## src/rtl/s32x_fb_arbiter_pkg.sv

```systemverilog
// Shared types for the 32X framebuffer draw-port arbiter: posted-write payload,
// arbiter FSM states and the fill byte-enable constant.
package s32x_fb_arbiter_pkg;

  localparam int unsigned FB_AW = 16;
  localparam int unsigned FB_DW = 16;

  localparam logic [1:0] FB_FILL_WE = 2'b11;

  typedef struct packed {
    logic [FB_AW-1:0] a;
    logic [FB_DW-1:0] d;
    logic [1:0]       we;
  } fb_wreq_t;

  typedef enum logic [2:0] {
    IDLE,
    DRAIN,
    RD_ISSUE,
    RD_WAIT,
    FILL
  } fb_arb_state_t;

endpackage

```

## src/rtl/s32x_fb_wfifo.sv

```systemverilog
// Posted-write FIFO of fb_wreq_t entries; head entry is visible on rdata while not empty.
module s32x_fb_wfifo
  import s32x_fb_arbiter_pkg::*;
#(
  parameter int unsigned DEPTH = 4
) (
  input  logic     CLK,
  input  logic     RST,
  input  logic     push,
  input  fb_wreq_t wdata,
  input  logic     pop,
  output fb_wreq_t rdata,
  output logic     full,
  output logic     empty
);

  localparam int unsigned AW = $clog2(DEPTH);

  fb_wreq_t        mem [DEPTH];
  logic [AW:0]     wptr;
  logic [AW:0]     rptr;
  logic            do_push;
  logic            do_pop;

  assign empty   = (wptr == rptr);
  assign full    = (wptr[AW] != rptr[AW]) && (wptr[AW-1:0] == rptr[AW-1:0]);
  assign do_push = push & ~full;
  assign do_pop  = pop & ~empty;
  assign rdata   = mem[rptr[AW-1:0]];

  // Extra pointer MSB distinguishes full from empty.
  always_ff @(posedge CLK or posedge RST) begin
    if (RST) begin
      wptr <= '0;
      rptr <= '0;
    end else begin
      if (do_push) wptr <= wptr + (AW+1)'(1);
      if (do_pop)  rptr <= rptr + (AW+1)'(1);
    end
  end

  always_ff @(posedge CLK) begin
    if (do_push) mem[wptr[AW-1:0]] <= wdata;
  end

endmodule

```

## src/rtl/s32x_fb_arbiter.sv

```systemverilog
// Shares the 32X framebuffer draw port between SH2 reads, posted SH2 writes and the auto-fill engine.
// Overwrite-region byte suppression is built when S32X_FB_OVERWRITE_EN is defined.
module s32x_fb_arbiter
  import s32x_fb_arbiter_pkg::*;
#(
  parameter int unsigned FIFO_DEPTH = 4,
  parameter int unsigned FB_RD_LAT  = 1
) (
  input  logic        CLK,
  input  logic        RST,
  input  logic        CE,
  input  logic        FB_GNT,
  input  logic        CPU_REQ,
  input  logic        CPU_RD,
  input  logic [15:0] CPU_A,
  input  logic        CPU_OVW,
  input  logic [15:0] CPU_DI,
  input  logic [1:0]  CPU_BE,
  output logic [15:0] CPU_DO,
  output logic        CPU_ACK,
  input  logic        FILL_START,
  input  logic [7:0]  FILL_LEN,
  input  logic [15:0] FILL_ADDR,
  input  logic [15:0] FILL_DATA,
  output logic        FILL_BUSY,
  output logic [15:0] FILL_AOUT,
  output logic [15:0] FB_A,
  output logic [15:0] FB_D,
  output logic [1:0]  FB_WE,
  input  logic [15:0] FB_Q,
  output logic        WF_FULL,
  output logic        WF_EMPTY
);

  localparam int unsigned RD_CW = (FB_RD_LAT > 1) ? $clog2(FB_RD_LAT) : 1;

  fb_arb_state_t    state;
  fb_arb_state_t    state_nxt;
  fb_wreq_t         wf_head;
  fb_wreq_t         wf_wdata;
  logic             wf_push;
  logic             wf_pop;
  logic [1:0]       wr_we;
  logic             wr_accept;
  logic             rd_req;
  logic             rd_issue;
  logic             rd_done;
  logic             fill_fire;
  logic             fill_last;
  logic [RD_CW-1:0] rd_cnt;
  logic [15:0]      rd_addr;
  logic [15:0]      fill_data;
  logic [7:0]       fill_rem;

`ifdef S32X_FB_OVERWRITE_EN
  // Overwrite region: zero bytes are transparent and must not be written.
  always_comb begin
    wr_we = CPU_BE;
    if (CPU_OVW) wr_we = {CPU_BE[1] & (|CPU_DI[15:8]), CPU_BE[0] & (|CPU_DI[7:0])};
  end
`else
  logic ovw_unused;
  assign ovw_unused = CPU_OVW;
  assign wr_we      = CPU_BE;
`endif

  assign rd_req    = CPU_REQ & ~CPU_ACK & CPU_RD;
  assign wr_accept = CPU_REQ & ~CPU_ACK & ~CPU_RD & ~WF_FULL & ~FILL_BUSY;
  assign wf_push   = wr_accept & (|wr_we);
  assign wf_wdata  = '{a: CPU_A, d: CPU_DI, we: wr_we};
  assign fill_last = fill_fire & (fill_rem == 8'd0);

  s32x_fb_wfifo #(.DEPTH(FIFO_DEPTH)) u_wfifo (
    .CLK   (CLK),
    .RST   (RST),
    .push  (wf_push),
    .wdata (wf_wdata),
    .pop   (wf_pop),
    .rdata (wf_head),
    .full  (WF_FULL),
    .empty (WF_EMPTY)
  );

  always_ff @(posedge CLK or posedge RST) begin
    if (RST) state <= IDLE;
    else     state <= state_nxt;
  end

  // Posted writes drain before fills, fills before reads, so reads see all prior writes.
  always_comb begin
    state_nxt = state;
    unique case (state)
      IDLE: begin
        if (!WF_EMPTY)      state_nxt = DRAIN;
        else if (FILL_BUSY) state_nxt = FILL;
        else if (rd_req)    state_nxt = RD_ISSUE;
      end
      DRAIN:    if (WF_EMPTY) state_nxt = IDLE;
      RD_ISSUE: if (rd_issue) state_nxt = RD_WAIT;
      RD_WAIT:  if (rd_done)  state_nxt = IDLE;
      FILL:     if (!FILL_BUSY || (fill_last && !FILL_START)) state_nxt = IDLE;
      default:  state_nxt = IDLE;
    endcase
  end

  always_comb begin
    FB_A      = '0;
    FB_D      = '0;
    FB_WE     = '0;
    wf_pop    = 1'b0;
    fill_fire = 1'b0;
    rd_issue  = 1'b0;
    rd_done   = 1'b0;
    unique case (state)
      DRAIN: if (FB_GNT && !WF_EMPTY) begin
        wf_pop = 1'b1;
        FB_A   = wf_head.a;
        FB_D   = wf_head.d;
        FB_WE  = wf_head.we;
      end
      RD_ISSUE: begin
        FB_A     = CPU_A;
        rd_issue = FB_GNT;
      end
      // Address held through the wait even if the grant drops.
      RD_WAIT: begin
        FB_A    = rd_addr;
        rd_done = (rd_cnt == RD_CW'(FB_RD_LAT - 1));
      end
      FILL: if (CE && FB_GNT) begin
        fill_fire = 1'b1;
        FB_A      = FILL_AOUT;
        FB_D      = fill_data;
        FB_WE     = FB_FILL_WE;
      end
      default: ;
    endcase
  end

  always_ff @(posedge CLK or posedge RST) begin
    if (RST) begin
      CPU_DO    <= '0;
      CPU_ACK   <= 1'b0;
      rd_addr   <= '0;
      rd_cnt    <= '0;
      FILL_BUSY <= 1'b0;
      FILL_AOUT <= '0;
      fill_data <= '0;
      fill_rem  <= '0;
    end else begin
      CPU_ACK <= CPU_REQ & (CPU_ACK | wr_accept | rd_done);
      if (rd_done) CPU_DO <= FB_Q;
      if (rd_issue) begin
        rd_addr <= CPU_A;
        rd_cnt  <= '0;
      end else if (state == RD_WAIT && !rd_done) begin
        rd_cnt <= rd_cnt + RD_CW'(1);
      end
      // A new start always wins, including over the final word of a running fill.
      if (FILL_START) begin
        FILL_BUSY <= 1'b1;
        FILL_AOUT <= FILL_ADDR;
        fill_data <= FILL_DATA;
        fill_rem  <= FILL_LEN;
      end else if (fill_fire) begin
        FILL_AOUT[7:0] <= FILL_AOUT[7:0] + 8'd1;
        if (fill_last) FILL_BUSY <= 1'b0;
        else           fill_rem  <= fill_rem - 8'd1;
      end
    end
  end

endmodule

```

## config.mk

```make
export PLATFORM = sky130hd
export DESIGN_NAME = s32x_fb_arbiter
export DESIGN_NICKNAME = d
export VERILOG_FILES = /design/src/rtl/s32x_fb_arbiter_pkg.sv /design/src/rtl/s32x_fb_wfifo.sv /design/src/rtl/s32x_fb_arbiter.sv
export SDC_FILE = /design/constraint.sdc
export NUM_CORES = 1
export LEC_CHECK = 0
export BUFFER_PORTS_ARGS = -buffer_cell sky130_fd_sc_hd__buf_4
export CORE_MARGIN = 5
export CORE_UTILIZATION = 55
export DETAILED_ROUTE_END_ITERATION = 8
export GPL_TIMING_DRIVEN = 0
export PLACE_DENSITY = 0.89
export SLEW_MARGIN = 20
export SYNTH_ARGS = -nofsm -noshare
export SYNTH_HDL_FRONTEND = slang
export SYNTH_HIERARCHICAL = 1
export SYNTH_SLANG_ARGS = --single-unit
```

## constraint.sdc

```tcl
create_clock -name CLK -period 5 [get_ports CLK]
set_clock_uncertainty 0.1 [all_clocks]
set_input_delay 0.25 -clock CLK [delete_from_list [all_inputs] [get_ports CLK]]
set_output_delay 0.25 -clock CLK [all_outputs]
set_load 0.02 [all_outputs]
```

==> results.cfg, run 1 <==
[place]
portBuffers = 165
dpl.hpwl_mm = 15.7
place_area_sq_mm = 0.0110
dp.cells = 959
gp_congestion = 0.902

[outcome]
outcome = finished, final reports clean

[layout]
postLayoutCellArea_sq_mm = 0.0127
syn_to_final_growth_pct = 36.3
multi_input_area_sq_mm = 0.00292
drive_above_1_share = 0.380
layout.nets = 962
seq_area_sq_mm = 0.00619
fillCellCount = 884
layoutNonFillerInstCount = 1096

[timing]
tightest_slew_ns = 0.949
fin_setup_tns_ns = 0
hold_viol = 0
max_slew_margin = 0.367
drv_slew = 0
max_clock_freq_ghz = 0.293
fin_crit_ns = 3.42
min_period_over_period = 0.683
setup_violations = 0
rsz0062_at_grt = no

[worst_setup_path]
critical-path-top-delay-family = simple AND/OR/NAND/NOR gates
crit_buf_inv = 4
slowest_delay_ns = 0.59
slowest_stage = nor3_1
crit_path_start_kind = register
worstPathArrival_ns = 3.07
critPathKind = register to output port
cp_max_fo = 10
crit_chain = buf_6, xor2_2, nor3_1, nor2_1, and3_1, buf_2, buf_2, nand2_1, nand2_1, buf_4
crit_required_ns = 4.65
critPathCaptureType = output port

[cts]
clock-sinks = 220
holdBufCountCts = 92
numCtsBuffers = 23
tritoncts = yes
post_cts_buffers = 0
ctsHtreeMaxLevel = 1
cts_resized = 0
clk_pin_slew_ns = 0.06
insertion_delay_ns = 0.51
root_buffer = clkbuf_16
clock_path_buffers = 3

[routing]
wl_mm = 26.2
antenna_left = 0
firstDrtPassIters = 7
vias_per_cell = 6.06
wl_per_cell_um = 23.9
drt_iter0_drc = 630
drc = 0
dr_total_vias = 6641

[logic_synthesis]
synth_edf_count = 136
synth_nets = 674
syn_area_per_cell_sq_um = 16.4
netlist_area_sq_mm = 0.00933
yosysWarnings = 6
synth-seq-cells = 220
ys_seq_area_frac = 0.663
netlist_instances = 568
synth.distinct_cells = 62
ys_dominant_reg_cell = edfxtp_1
synthArstFlopShare = 0.382

[floorplanning]
boundaryPins = 168
start_util = 0.561
fp-row-count = 47
die_x_um = 140
core_area_sq_mm = 0.0166
die_h_um = 140
die_area_sq_mm = 0.0197

[hold_path]
hp-class = input port to register

[power_and_ir_drop]
p_leak_nw = 5.14
peakVddDrop_mv = 0.262
powerDensity_mw_per_mm2 = 324

[grt]
grt_max_degree = 54
grt_first_pass_wirelength_mm = 40.3
grt_use_total = 0.264
antenna_found_initial = 3
first_global_vias = 7094
grt_overflow = 0

[run]
maxCapViolations = 0
-- worst reg2reg max path: cells and delay by family, from the launching register on --
family / cells / cell delay [ns]
buf+inv: 3 / 0.52
flops: 1 / 0.40
compound gates: 1 / 0.35
xor+xnor: 1 / 0.21
simple gates: 3 / 1.22
-- final timing paths --
path	cells after the start	start	end	slack (ns)
worst max-delay path	10	u_wfifo/rptr[0]	FB_A[0]	1.58
worst min-delay path	4	CPU_RD	state[1]	0.04
worst max register to register	8	u_wfifo/rptr[0]	u_wfifo/mem[1][9]	1.88
worst min register to register	1	CPU_DO[3]	CPU_DO[3]	0.39
max in group asynchronous	4	RST	rd_addr[3]	3.98
min in group asynchronous	3	RST	u_wfifo/rptr[2]	0.14
-- per-layer routing --
metal,up-vias,global-route usage,part of all wire
met4,0,0.106,0.034
met5,-,0,0
li1,2791,-,-
met2,456,0.457,0.52
met1,3316,0.327,0.35
met3,78,0.0532,0.089
-- synthesized netlist by cell type (6+ instances only) --
cell type / instances / area (sq um)
a21oi_1: 8 / 40.0
nand2_1: 54 / 203
nor2_1: 11 / 41.3
nor3_1: 9 / 45.0
xnor2_1: 11 / 96.3
buf_6: 6 / 67.6
a222oi_1: 16 / 160
inv_1: 12 / 45.0
mux2_2: 47 / 529
mux4_2: 34 / 766
ha_1: 8 / 100
a22o_1: 16 / 140
buf_2: 12 / 60.1
dfrtp_1: 84 / 2100
edfxtp_1: 136 / 4080
mux2_1: 10 / 113
o21ai_0: 10 / 50.1
-- area by class of cell --
type | count | share of cell area
antenna | 3 | 0.000590
buffer | 29 | 0.0150
clock buffer | 30 | 0.0497
clock inverter | 12 | 0.0114
inverter | 14 | 0.00433
multi-input combinational | 305 | 0.229
sequential | 220 | 0.486
tap | 220 | 0.0216
timing repair buffer | 263 | 0.182
-- kinds of logic (layout without fill, tap and decap cells) --
group,count (synthesis),after routing,share of synthesized area
flip-flops,220,220,0.663
AO/OA/AOI/OAI,72,72,0.0623
AND/OR/NAND/NOR,116,116,0.0677
buffers and inverters,43,348,0.0261
other,0,3,0
multiplexers,93,93,0.153
XOR/XNOR,16,16,0.0174
adder cells (fa/ha/maj),8,8,0.0107
-- where the power goes --
group / total [mW] / switching (mW) / internal (mW)
registers: 2.01 / 0.0410 / 1.97
clock network: 1.75 / 0.700 / 1.05
logic: 0.364 / 0.175 / 0.189
total: 4.12 / 0.915 / 3.21
-- placed cells by master, fill, tap and decap left out, types with 3 or more instances in the layout --
cell type,Yosys,final
a21oi_1,8,8
a222oi_1,16,16
a22o_1,16,16
and3_2,0,3
buf_16,0,5
buf_2,12,12
buf_4,3,168
buf_6,6,6
bufinv_16,0,3
clkbuf_1,5,9
clkbuf_16,0,23
clkbuf_8,0,3
clkinv_1,1,3
clkinv_2,0,3
dfrtp_1,84,84
diode_2,0,3
dlygate4sd3_1,0,92
edfxtp_1,136,136
ha_1,8,8
inv_1,12,11
mux2_1,10,10
mux2_2,47,47
mux4_2,34,34
nand2_1,54,54
nand2b_1,5,5
nand3_1,4,4
nor2_1,11,11
nor3_1,9,9
o21ai_0,10,10
o31a_1,3,3
o31ai_1,5,5
or3_1,3,3
or4_1,4,4
xnor2_1,11,11
-- flip-flops by register name, summed over array words and instances (netlist names) --
name          count
CPU_ACK           1
CPU_DO           16
FILL_AOUT        16
FILL_BUSY         1
fill_data        16
fill_rem          8
rd_addr          16
rd_cnt            1
state             3
u_wfifo/mem     136
u_wfifo/rptr      3
u_wfifo/wptr      3
-- metrics by stage --
stage,utilization,setup slack [ns],total power [mW],hold WS (ns)
after floorplan,-,1.92,2.17,-0.0590
after global placement,0.652,0.832,2.32,0.102
after detailed placement,0.662,2.04,2.34,0.120
after CTS,0.764,1.61,4.12,0.0208
after global routing,0.765,1.41,4.25,0.0557
final,0.765,1.58,4.12,0.0388
(Power assumes the default switching activity.)
==> inputs of run 2 (changes only) <==
--- a/config.mk
+++ b/config.mk
@@ -5,12 +5,13 @@
 export SDC_FILE = /design/constraint.sdc
 export NUM_CORES = 1
 export LEC_CHECK = 0
+export ABC_AREA = 1
 export BUFFER_PORTS_ARGS = -buffer_cell sky130_fd_sc_hd__buf_4
 export CORE_MARGIN = 5
-export CORE_UTILIZATION = 55
+export CORE_UTILIZATION = 51
 export DETAILED_ROUTE_END_ITERATION = 8
 export GPL_TIMING_DRIVEN = 0
-export PLACE_DENSITY = 0.89
+export PLACE_DENSITY = 0.87
 export SLEW_MARGIN = 20
 export SYNTH_ARGS = -nofsm -noshare
 export SYNTH_HDL_FRONTEND = slang
==> constraint.sdc (replaced) <==
create_clock -name CLK -period 3 [get_ports CLK]
set_clock_uncertainty 0.1 [all_clocks]
set_input_delay 0.15 -clock CLK [delete_from_list [all_inputs] [get_ports CLK]]
set_output_delay 0.15 -clock CLK [all_outputs]
set_load 0.02 [all_outputs]
==> run 2 against run 1 <==
Against the previous run: flip-flop and latch count unchanged; worst hold slack better by 0.0092 ns; setup slack worse by 1.6 ns; routed wire length up 15%; clock power up 90%; first-iteration DRC count up 95%; critical endpoint is now FB_A[1]; cell area up 4.2%; global-route usage about the same; synthesized cell count up 66%; highest routed layer unchanged; sequential share of layout area down 1.9 points; via count up 31%; final cell count up 36%.
==> results.cfg, run 2 <==
[worst_setup_path]
worstPathArrival_ns = 2.72
r2r_cells = 12
r2r_start = u_wfifo/rptr[1]
critPathLaunch = u_wfifo/rptr[1]
critPathKind = register to output port
critPathCaptureType = output port
rr_endpoint = u_wfifo/mem[0][17]
crit_chain = buf_6, inv_6, nand2_1, nand2_2, nand3_4, inv_1, inv_1, nand4_1, nor2_4, buf_12, clkbuf_16, a22oi_1, nand2_1, buf_4
slowest_stage = dfrtp_1
crit_path_start_kind = register
cp_max_fo = 8
reg2reg_setup_slack_ns = 0.12
crit_required_ns = 2.75
slowest_delay_ns = 0.40
crit_end = FB_A[1]

[cts]
numCtsBuffers = 23
clock_path_buffers = 3
clk_pin_slew_ns = 0.06
tritoncts = yes
ctsHtreeMaxLevel = 1
clock-sinks = 220
insertion_delay_ns = 0.53
root_buffer = clkbuf_16

[power_and_ir_drop]
comb_power_share = 0.129
p_leak_nw = 5.76
power_mw = 7.77
power.switching_mw = 1.90
p_clk_frac = 0.429
powerDensity_mw_per_mm2 = 586
seq_power_share = 0.442
peakVddDrop_mv = 0.508
power_switching_share = 0.244
power.internal_mw = 5.87

[floorplanning]
fp-row-count = 50
start_util = 0.516
die_area_sq_mm = 0.0216
boundaryPins = 168
core_area_sq_mm = 0.0186
die_x_um = 147
die_h_um = 147

[timing]
max_clock_freq_ghz = 0.337
timing.final.ws_setup_ns = 0.0326
drv_slew = 0
setup_violations = 0
max_slew_margin = 0.516
min_period_over_period = 0.989
fin_crit_ns = 2.97
fin_setup_tns_ns = 0
tightest_slew_ns = 0.726
hold_viol = 0

[logic_synthesis]
netlist_area_sq_mm = 0.00959
netlist_instances = 941
synth_edf_count = 136
synth-seq-cells = 220
synthTopCellsByArea = edfxtp_1 (43%), dfrtp_1 (22%), nand2_1 (10%)
synth_nets = 1047
synthArstFlopShare = 0.382
synth_top_area_frac = 0.426
ys_dominant_reg_cell = edfxtp_1
synth.distinct_cells = 38
synth_most_common_cell = nand2_1
syn_area_per_cell_sq_um = 10.2
ys_seq_area_frac = 0.645
yosysWarnings = 6
synth_common_cells = nand2_1 (256), edfxtp_1 (136), o21ai_0 (107)
yosys.area.top_type = edfxtp_1

[layout]
layoutNonFillerInstCount = 1492
final_cell_mix = nand2_1 (256), buf_4 (179), edfxtp_1 (136)
final_common_cell = nand2_1
syn_to_final_growth_pct = 38.3
drive_above_1_share = 0.209
largest_register_ff_count = 136
layout.nets = 1347
postLayoutCoreUtil = 0.713
fillCellCount = 1187

[routing]
vias_per_cell = 5.82
firstDrtPassIters = 7
drc = 0
wl_per_cell_um = 20.1
dr_total_vias = 8678
drt_iter0_drc = 1227
antenna_left = 0
wl_mm = 30.0

[place]
dpl.hpwl_mm = 17.9
dp.cells = 1346
gp_congestion = 0.919
pre_cts_slack_ns = 0.255
portBuffers = 166

[grt]
grt_use_total = 0.264
first_global_vias = 8745
grt_first_pass_wirelength_mm = 45.6
antenna_found_initial = 1
grt_overflow = 0
grt_max_degree = 45

[outcome]
outcome = finished, final reports clean

[run]
maxCapViolations = 0

[hold_path]
hp-class = input port to async pin
## run 2: cell count changes in the layout (fill, tap and decap cells not counted), moves of 34 or more
cell / before / now
mux4_2: 34 / 0
o21ai_0: 10 / 107
inv_1: 11 / 54
nand3_1: 4 / 52
o22ai_1: 0 / 34
mux2_2: 47 / 0
nor2_1: 11 / 89
nand2_1: 54 / 256
## run 2: power groups by stage
stage / registers (mW) / logic (mW) / clock network [mW]
6_report: 3.43 / 1.00 / 3.33
5_1_grt: 3.44 / 1.08 / 3.49
4_1_cts: 3.42 / 0.956 / 3.32
3_5_place_dp: 3.48 / 0.844 / 0
3_3_place_gp: 3.48 / 0.807 / 0
2_1_floorplan: 3.49 / 0.436 / 0
## run 2: cell type report
| cell class | instances | area [sq um] | share of cell area |
|---|---|---|---|
| diodes | 1 | 2.50 | 0.000189 |
| plain buffers | 46 | 278 | 0.0210 |
| clock buffers | 27 | 601 | 0.0453 |
| clock inverters | 14 | 285 | 0.0215 |
| inverters | 63 | 246 | 0.0186 |
| multi-input cells | 612 | 2940 | 0.222 |
| flip-flops and latches | 220 | 6190 | 0.467 |
| well taps | 234 | 293 | 0.0221 |
| repair buffers | 275 | 2420 | 0.183 |
## run 2: cell families (layout without fill, tap and decap cells)
logic type / count (synthesis) / count (layout) / synth area share
AO/OA/AOI/OAI: 180 / 180 / 0.107
XOR/XNOR: 5 / 5 / 0.00653
adder cells (fa/ha/maj): 8 / 8 / 0.0104
buffers and inverters: 109 / 425 / 0.0517
flip-flops: 220 / 220 / 0.645
other: 0 / 1 / 0
AND/OR/NAND/NOR: 419 / 419 / 0.179
## run 2: per-stage QoR
stage	cell area, sq um	hold WS, ns
6_report	13300	0.0480
5_1_grt	13300	0.0746
4_1_cts	13100	0.0487
3_5_place_dp	11300	0.0363
3_3_place_gp	11100	0.00951
2_1_floorplan	9590	-0.159
## run 2: critical path: cells and delay by family (launching register included)
kind | cells | cell delay (ns)
buffers and inverters | 7 | 0.89
and+or+nand+nor | 6 | 0.72
DFF | 1 | 0.40
AOI/OAI and AO/OA | 1 | 0.18
## run 2: timing repair
action	CTS	global route
gates resized for setup	3	8
hold buffers	94	0
gates cloned	0	2
setup buffers	1	7
setup endpoints to repair	29	30
endpoints found under the hold margin	263	0
pin swaps	1	2
## run 2: worst min-delay path by stage
| stage | from | end | slack, ns | depth (start not counted) |
|---|---|---|---|---|
| after detailed placement | RST | u_wfifo/rptr[2] | 0.04 | 2 |
| final | RST | u_wfifo/wptr[1] | 0.05 | 3 |
| after global placement | RST | u_wfifo/wptr[2] | 0.01 | 2 |
| after global routing | RST | u_wfifo/rptr[1] | 0.07 | 3 |
| after CTS | RST | u_wfifo/wptr[1] | 0.05 | 3 |
| after floorplan | RST | u_wfifo/rptr[0] | -0.16 | 1 |
## run 2: routing by layer
metal | up-vias | part of all wire | track usage
li1 | 3814 | - | -
met1 | 4042 | 0.36 | 0.325
met2 | 666 | 0.48 | 0.453
met3 | 156 | 0.096 | 0.0404
met4 | 0 | 0.061 | 0.137
met5 | - | 0 | 0
==> inputs of run 3 (changes only) <==
--- a/config.mk
+++ b/config.mk
@@ -8,10 +8,12 @@
 export ABC_AREA = 1
 export BUFFER_PORTS_ARGS = -buffer_cell sky130_fd_sc_hd__buf_4
 export CORE_MARGIN = 5
-export CORE_UTILIZATION = 51
+export CORE_UTILIZATION = 55
+export CTS_BUF_LIST = sky130_fd_sc_hd__clkbuf_2
 export DETAILED_ROUTE_END_ITERATION = 8
 export GPL_TIMING_DRIVEN = 0
-export PLACE_DENSITY = 0.87
+export PLACE_DENSITY = 0.89
+export RECOVER_POWER = 100
 export SLEW_MARGIN = 20
 export SYNTH_ARGS = -nofsm -noshare
 export SYNTH_HDL_FRONTEND = slang
==> constraint.sdc (replaced) <==
create_clock -name CLK -period 3.7 [get_ports CLK]
set_clock_uncertainty 0.1 [all_clocks]
set_input_delay 0.185 -clock CLK [delete_from_list [all_inputs] [get_ports CLK]]
set_output_delay 0.185 -clock CLK [all_outputs]
set_load 0.02 [all_outputs]
==> run 3 against run 2 <==
Against the previous run: power shrank 30%; setup slack improved by 0.0034 ns; global-route usage is 8.2 points higher; count of clock-buffer cells in the layout rose by 51.
==> results.cfg, run 3 (same netlist as run 2, synthesis figures left out) <==
[cts]
tritoncts = yes
root_buffer = clkbuf_2
ctsHtreeMaxLevel = 2
numCtsBuffers = 53
insertion_delay_ns = 0.82
clock_path_buffers = 3
clock-sinks = 220
clk_pin_slew_ns = 0.13

[worst_setup_path]
r2r_cells = 14
cp_max_fo = 13
critPathKind = register to output port
r2r_start = u_wfifo/rptr[1]
rr_endpoint = u_wfifo/mem[3][26]
crit_end = FB_A[6]
worstPathArrival_ns = 3.38
crit_path_start_kind = register
reg2reg_setup_slack_ns = 0.22
critPathLaunch = u_wfifo/rptr[1]
critPathCaptureType = output port
crit_required_ns = 3.41

[floorplanning]
die_h_um = 142
die_area_sq_mm = 0.0202
core_area_sq_mm = 0.0172
die_x_um = 142
boundaryPins = 168
start_util = 0.558
fp-row-count = 48

[routing]
antenna_left = 0
dr_total_vias = 9975
wl_mm = 35.7
firstDrtPassIters = 7
wl_per_cell_um = 21.9
vias_per_cell = 6.13
drt_iter0_drc = 1844
drc = 0

[timing]
rsz0062_at_grt = no
hold_viol = 0
drv_slew = 0
min_period_over_period = 0.990
max_clock_freq_ghz = 0.273
max_slew_margin = 0.00995
fin_setup_tns_ns = 0
timing.final.ws_setup_ns = 0.0360
tightest_slew_ns = 1.49
fin_crit_ns = 3.66
setup_violations = 0

[grt]
use_met2 = 0.567
grt.met3_usage = 0.0847
first_global_vias = 10269
use_met1 = 0.407
busiest_layer = met2
grt_max_degree = 59
grt_overflow = 0
grt_first_pass_wirelength_mm = 54.1
grt_use_total = 0.346
antenna_found_initial = 2

[place]
gp_congestion = 0.889
dpl.hpwl_mm = 17.7
pre_cts_slack_ns = 0.945
dp.cells = 1337
portBuffers = 166

[hold_path]
hp-class = input port to register
min-delay-start = FB_Q[13]

[layout]
syn_to_final_growth_pct = 38.4
largest_register_ff_count = 136
layout.nets = 1466
final_cell_mix = nand2_1 (258), dlygate4sd3_1 (192), edfxtp_1 (136)
drive_above_1_share = 0.157
layoutNonFillerInstCount = 1627
final_common_cell = nand2_1

[power_and_ir_drop]
p_leak_nw = 5.71
powerDensity_mw_per_mm2 = 407
peakVddDrop_mv = 0.263

[outcome]
outcome = finished, final reports clean

[run]
maxCapViolations = 0
## run 3: cell count changes in the layout (fill, tap and decap cells not counted), moves of 3 or more
| cell | delta |
|---|---|
| buf_12 | -3 |
| buf_4 | -125 |
| bufinv_16 | -7 |
| clkbuf_1 | +71 |
| clkbuf_16 | -25 |
| clkbuf_2 | +101 |
| clkbuf_4 | +28 |
| clkinv_1 | +12 |
| dlygate4sd3_1 | +98 |
| nor2_4 | -3 |
## run 3: worst min path at each step
stage                              to  slack [ns]  cells after the start
floorplan             u_wfifo/rptr[0]       -0.12                      1
global placement      u_wfifo/wptr[0]        0.05                      2
detailed placement    u_wfifo/wptr[1]        0.06                      2
CTS                 u_wfifo/mem[0][7]      0.0005                      2
global route               CPU_DO[13]        0.04                      4
finish                     CPU_DO[13]        0.05                      4
## run 3: power breakdown
| group | switching [mW] | total, mW | internal [mW] |
|---|---|---|---|
| clock | 1.07 | 1.70 | 0.633 |
| combinational | 0.533 | 0.917 | 0.384 |
| sequential | 0.0909 | 2.78 | 2.69 |
## run 3: critical path, stage by stage (launching register included)
cell      delay (ns)
dfrtp_1         0.41
buf_6           0.19
inv_6           0.07
nand2_1         0.09
nand2_2         0.10
nand3_2         0.20
inv_1           0.10
inv_1           0.10
nand4_1         0.25
nor2_4          0.27
clkbuf_4        0.32
nand2_1         0.11
nand4_1         0.15
buf_2           0.20
## run 3: metal layers
layer / vias to the layer above / wire (um)
met5: - / 13
met1: 4503 / 11700
li1: 4081 / -
met4: 2 / 2810
met3: 313 / 4670
met2: 1076 / 16500
## run 3: timing repair
item,CTS,global route
hold buffers,192,0
endpoints found under the hold margin,301,0
endpoints found under the setup margin,0,29
setup buffers,0,1
resized for setup,0,4
## run 3: area by class of cell
type,count,area (sq um)
diodes,1,2.50
plain buffers,46,239
clock buffers,78,390
clock inverters,18,97.6
fillers,1015,3910
inverters,63,245
multi-input cells,612,2880
flip-flops and latches,220,6190
well taps,225,282
repair buffers,364,2950
## run 3: metrics by stage
stage          power [mW]   util  hold WS [ns]  cell area, sq um
2_1_floorplan        3.18      -        -0.124              9590
3_3_place_gp         3.47  0.647        0.0470             11100
3_5_place_dp         3.50  0.656        0.0622             11300
4_1_cts              5.27  0.796      0.000515             13700
5_1_grt              5.57  0.773        0.0430             13300
6_report             5.40  0.773        0.0508             13300
